**src/rtl/mem_port_arbiter.sv**
```systemverilog
// Arbiter sharing one single-ported memory between instruction fetch (I,
// read-only) and load/store (D, read/write). D has priority, but I is
// guaranteed a grant after at most D_STREAK_MAX consecutive D grants.
// Each access times out after TIMEOUT bus cycles without m_ready.
module mem_port_arbiter #(
    parameter int ADDR_W       = 32,
    parameter int DATA_W       = 32,
    parameter int D_STREAK_MAX = 4,
    parameter int TIMEOUT      = 15
) (
    input  logic              clk,
    input  logic              clrn,
    // instruction fetch port
    input  logic              i_req,
    input  logic [ADDR_W-1:0] i_addr,
    output logic [DATA_W-1:0] i_rdata,
    output logic              i_ack,
    output logic              i_stall,
    // load/store port
    input  logic              d_req,
    input  logic              d_we,
    input  logic [ADDR_W-1:0] d_addr,
    input  logic [DATA_W-1:0] d_wdata,
    output logic [DATA_W-1:0] d_rdata,
    output logic              d_ack,
    output logic              d_stall,
    // memory port
    output logic              m_req,
    output logic              m_we,
    output logic [ADDR_W-1:0] m_addr,
    output logic [DATA_W-1:0] m_wdata,
    input  logic [DATA_W-1:0] m_rdata,
    input  logic              m_ready,
    // status
    output logic              err,
    output logic              busy
);

    typedef enum logic [1:0] {IDLE, BUS_I, BUS_D} state_t;

    localparam logic [3:0] SMAX     = 4'(D_STREAK_MAX);
    localparam logic [7:0] TMO_LAST = 8'(TIMEOUT - 1);

    state_t     state, state_nxt;
    logic [3:0] streak;
    logic [7:0] tcnt;

    logic i_req_m, d_req_m, d_win, i_win, tmo_hit;

    // Arbitration terms; a requester in its ack cycle is masked so its
    // still-held request is not granted a second time.
    always_comb begin
        i_req_m = i_req & ~i_ack;
        d_req_m = d_req & ~d_ack;
        d_win   = d_req_m & (~i_req_m | (streak < SMAX));
        i_win   = ~d_win & i_req_m;
        tmo_hit = (tcnt == TMO_LAST);
    end

    // State register.
    always_ff @(posedge clk or negedge clrn) begin
        if (!clrn) state <= IDLE;
        else       state <= state_nxt;
    end

    // Next-state: grant from IDLE, return to IDLE on ready or timeout.
    always_comb begin
        state_nxt = state;
        unique case (state)
            IDLE: begin
                if (d_win)      state_nxt = BUS_D;
                else if (i_win) state_nxt = BUS_I;
            end
            BUS_I, BUS_D: begin
                if (m_ready || tmo_hit) state_nxt = IDLE;
            end
            default: state_nxt = IDLE;
        endcase
    end

    // Memory-side registers, acks, read data capture and the two counters.
    always_ff @(posedge clk or negedge clrn) begin
        if (!clrn) begin
            m_req   <= 1'b0;
            m_we    <= 1'b0;
            m_addr  <= '0;
            m_wdata <= '0;
            i_ack   <= 1'b0;
            d_ack   <= 1'b0;
            i_rdata <= '0;
            d_rdata <= '0;
            err     <= 1'b0;
            streak  <= '0;
            tcnt    <= '0;
        end else begin
            i_ack <= 1'b0;
            d_ack <= 1'b0;
            err   <= 1'b0;
            unique case (state)
                IDLE: begin
                    if (d_win) begin
                        m_req   <= 1'b1;
                        m_we    <= d_we;
                        m_addr  <= d_addr;
                        m_wdata <= d_wdata;
                        tcnt    <= '0;
                        if (!i_req_m)          streak <= '0;
                        else if (streak != SMAX) streak <= streak + 4'd1;
                    end else if (i_win) begin
                        m_req  <= 1'b1;
                        m_we   <= 1'b0;
                        m_addr <= i_addr;
                        tcnt   <= '0;
                        streak <= '0;
                    end
                end
                BUS_I, BUS_D: begin
                    if (m_ready) begin
                        m_req <= 1'b0;
                        if (state == BUS_I) begin
                            i_ack   <= 1'b1;
                            i_rdata <= m_rdata;
                        end else begin
                            d_ack <= 1'b1;
                            if (!m_we) d_rdata <= m_rdata;
                        end
                    end else begin
                        tcnt <= tcnt + 8'd1;
                        if (tmo_hit) begin
                            // abort: ack with err, read data left untouched
                            m_req <= 1'b0;
                            err   <= 1'b1;
                            if (state == BUS_I) i_ack <= 1'b1;
                            else                d_ack <= 1'b1;
                        end
                    end
                end
                default: ;
            endcase
        end
    end

    // Combinational status outputs.
    always_comb begin
        busy    = (state != IDLE);
        i_stall = i_req & ~i_ack;
        d_stall = d_req & ~d_ack;
    end

endmodule

```
**config.mk**
```make
export PLATFORM = sky130hd
export DESIGN_NAME = mem_port_arbiter
export DESIGN_NICKNAME = d
export VERILOG_FILES = /design/src/rtl/mem_port_arbiter.sv
export SDC_FILE = /design/constraint.sdc
export NUM_CORES = 1
export LEC_CHECK = 0
export ABC_AREA = 1
export ABC_CLOCK_PERIOD_IN_PS = 2000
export CAP_MARGIN = 30
export CORE_ASPECT_RATIO = 2
export CORE_MARGIN = 2
export CORE_UTILIZATION = 43
export DETAILED_ROUTE_END_ITERATION = 10
export PLACE_DENSITY = 0.81
export SLEW_MARGIN = 10
export SYNTH_ARGS = -nofsm -noshare
export SYNTH_HDL_FRONTEND = slang
export SYNTH_SLANG_ARGS = --single-unit
```
**constraint.sdc**
```tcl
create_clock -name clk -period 2 [get_ports clk]
set_input_delay 0.3 -clock clk [delete_from_list [all_inputs] [get_ports clk]]
set_output_delay 0.3 -clock clk [all_outputs]
set_load 0.005 [all_outputs]
```
==> impl_metrics.py <==
metrics = {
    "global_route": {
        "grt_overflow": 0,
        "grt_pass1_wl_um": 30500,
        "antenna_found_initial": 1,
        "grt_max_degree": 65,
        "grt_use_total": 0.2411,
        "grt_pass1_vias": 6028,
    },
    "synthesis": {
        "syn_inst": 768,
        "syn-num-nets": 908,
        "synth_seq_cells": 147,
        "syn_area_um2": 6391,
        "syn_area_per_cell_um2": 8.322,
        "synth_cell_types": 21,
        "synth_seq_area_share": 0.5756,
        "synth_warnings": 0,
    },
    "sta": {
        "tns_ns": 0,
        "setup_violations": 0,
        "min_period_over_period": 0.9391,
        "timing.final.ws_setup_ns": 0.1217,
        "tightest_slew_ns": 0.7442,
        "min_period_ns": 1.878,
        "max-slew-margin-rel": 0.5027,
        "fmax_mhz": 532.4,
        "finalClockSkew_ns": 0.01355,
        "holdWs_ns": 0.4064,
        "final_max_slew_viol_count": 0,
        "rsz0062_at_grt": "true",
        "hold_viol_final": 0,
    },
    "route": {
        "ant_nets": 0,
        "drt-initial-drc-count": 233,
        "vias_per_cell": 4.808,
        "num_vias": 6005,
        "drtPass1Iterations": 5,
        "finalWirelength_um": 18680,
        "wl_per_cell_um": 14.96,
        "remaining_drc_errors": 0,
    },
    "setup_path": {
        "worstSetupEndpointType": "primary output",
        "r2r_cells": 9,
        "cp.arrival_ns": 1.58,
        "r2r-end": "state[1]$_DFFE_PN0P_",
        "timing.rr.start": "d_ack$_DFF_PN0_",
        "required_ns": 1.70,
        "setup.worst_path.start_class": "flip-flop",
        "crit_type": "flip-flop to primary output",
        "path_max_fanout": 3,
        "r2r_slack_ns": 0.15,
    },
    "final_layout": {
        "finalCoreUtilization": 0.6812,
        "final_nets": 1181,
        "area_growth_pct": 56.26,
        "drive_above_1_share": 0.06648,
    },
    "placement": {
        "gp_congestion": 0.8583,
        "port-buffer-count": 269,
        "pre_cts_slack_ns": 0.01517,
        "dp_hpwl_um": 13660,
    },
    "floorplanning": {
        "die_h_um": 176.4,
        "start_util": 0.4359,
        "core_um2": 14660,
        "ios": 270,
        "die_w_um": 90.21,
        "die_area_um2": 15910,
        "rows": 63,
    },
    "clocking": {
        "cts_tree": "done",
        "ctsLongestPathBuffers": 2,
        "cts_root_buf": "clkbuf_16",
        "ctsHtreeMaxLevel": 4,
        "clk_latency_ns": 0.42,
        "cts.sinks": 147,
        "clk_pin_slew_ns": 0.06,
        "cts_buffers": 17,
    },
    "status": {
        "status": "complete, no violations",
    },
    "power": {
        "leakage_nw": 4.870,
        "vdd_drop_max_uv": 823.1,
        "p_per_area_nw_per_um2": 1459,
    },
    "job": {
        "maxCapViolations": 0,
    },
    "min_path": {
        "worstHoldPathType": "input pin to asynchronous set/reset pin",
    },
}
## final cells by class
type / count / area, um2
sequential: 147 / 3679
timing repair buffer: 295 / 2955
multi-input combinational: 510 / 2255
clock inverter: 12 / 156.4
antenna: 1 / 2.502
tap: 195 / 244.0
clock buffer: 19 / 432.9
inverter: 70 / 262.8
fill: 1180 / 4674
## worst max path at each step
stage	from	end	slack, ns	depth (start not counted)
detailed placement	d_req	m_wdata[10]$_DFFE_PN0P_	0.02	7
finish	i_ack$_DFF_PN0_	i_stall	0.12	2
CTS	d_ack$_DFF_PN0_	d_stall	0.006	5
global placement	d_req	state[1]$_DFFE_PN0P_	0.06	7
floorplan	state[0]$_DFFE_PN0P_	d_rdata[10]$_DFFE_PN0P_	0.50	7
global route	d_ack$_DFF_PN0_	m_we$_DFFE_PN0P_	-0.03	9
## sequential cells by signal (all words and copies together) (netlist names)
name and count:
d_rdata 32, m_addr 32, tcnt 8, m_wdata 32
i_rdata 32, m_we 1, state 2, d_ack 1
streak 4, m_req 1, err 1, i_ack 1
## power by group
part	internal [W]	switching (W)
logic	0.00342	0.00292
clock network	0.00196	0.00124
registers	0.00430	0.000724
total	0.00968	0.00489
## cell families after synthesis
kind of cell | after synthesis | share of synthesized area
and+or+nand+nor | 397 | 0.2525
DFF | 147 | 0.5756
buffers and inverters | 111 | 0.07322
AOI/OAI and AO/OA | 106 | 0.08555
adders and majority gates | 6 | 0.01175
xor gates and xnor gates | 1 | 0.001371
## critical path, stage by stage (launching register included)
cell	delay (ns)
dfrtp_1	0.43
nor2_4	0.18
clkdlybuf4s50_1	0.55
## cells in the final DEF, fill, tap and decap left out, types with 2 or more instances in the layout
master,netlist,final
buf_12,0,5
buf_4,4,20
bufinv_16,0,3
clkbuf_1,23,2
clkbuf_16,0,17
clkdlybuf4s50_1,0,266
clkinv_2,0,3
clkinv_4,0,3
dfrtp_1,147,147
ha_1,6,6
inv_1,62,62
inv_2,8,8
inv_6,0,2
nand2_1,320,318
nand2_2,1,3
nand3_1,49,48
nand3b_1,9,9
nand4_1,4,4
nor2_1,11,11
nor2_4,2,2
o21ai_0,32,32
o21ai_1,71,71
o21bai_1,2,2
## metrics by stage
| step | power [W] | std cells | instance area, um2 |
|---|---|---|---|
| after floorplan | 0.007578 | 768 | 6391 |
| after global placement | 0.01122 | 1213 | 9361 |
| after detailed placement | 0.01141 | 1213 | 9361 |
| after CTS | 0.01473 | 1247 | 9975 |
| after global routing | 0.01563 | 1249 | 9987 |
| final | 0.01457 | 1249 | 9987 |
## metal layers
metal  part of all wire  global-route usage  routed length, um  vias up
met5                  0                   0                  0        -
met4              0.021             0.09615                400        0
met3               0.13              0.1084               2377       27
met1               0.38              0.2709               7117     2719
met2               0.47              0.4001               8785      302
li1                   -                   -                  -     2957
## synth_stat cells
cell type / instances / area, um2
xor2_1: 1 / 8.760
buf_2: 11 / 55.05
nand2_2: 1 / 6.260
buf_6: 3 / 33.78
inv_1: 62 / 232.7
nand3_1: 49 / 245.2
o21ai_4: 1 / 16.27
o21bai_1: 2 / 15.01
dfrtp_1: 147 / 3679
nor2_4: 2 / 22.52
nor3_1: 1 / 5.000
inv_2: 8 / 30.03
o21ai_1: 71 / 355.3
nand4_1: 4 / 25.02
nor2_1: 11 / 41.29
clkbuf_1: 23 / 86.33
o21ai_0: 32 / 160.2
ha_1: 6 / 75.07
nand3b_1: 9 / 67.56
buf_4: 4 / 30.03
nand2_1: 320 / 1201
## repair_timing
action / in CTS / in global routing
hold endpoints to repair: 46 / 0
setup buffers: 2 / 1
gates resized for setup: 1 / 1
hold buffers: 1 / 0
pin swaps: 0 / 0
endpoints found under the setup margin: 2 / 1
(Power assumes the default switching activity.)
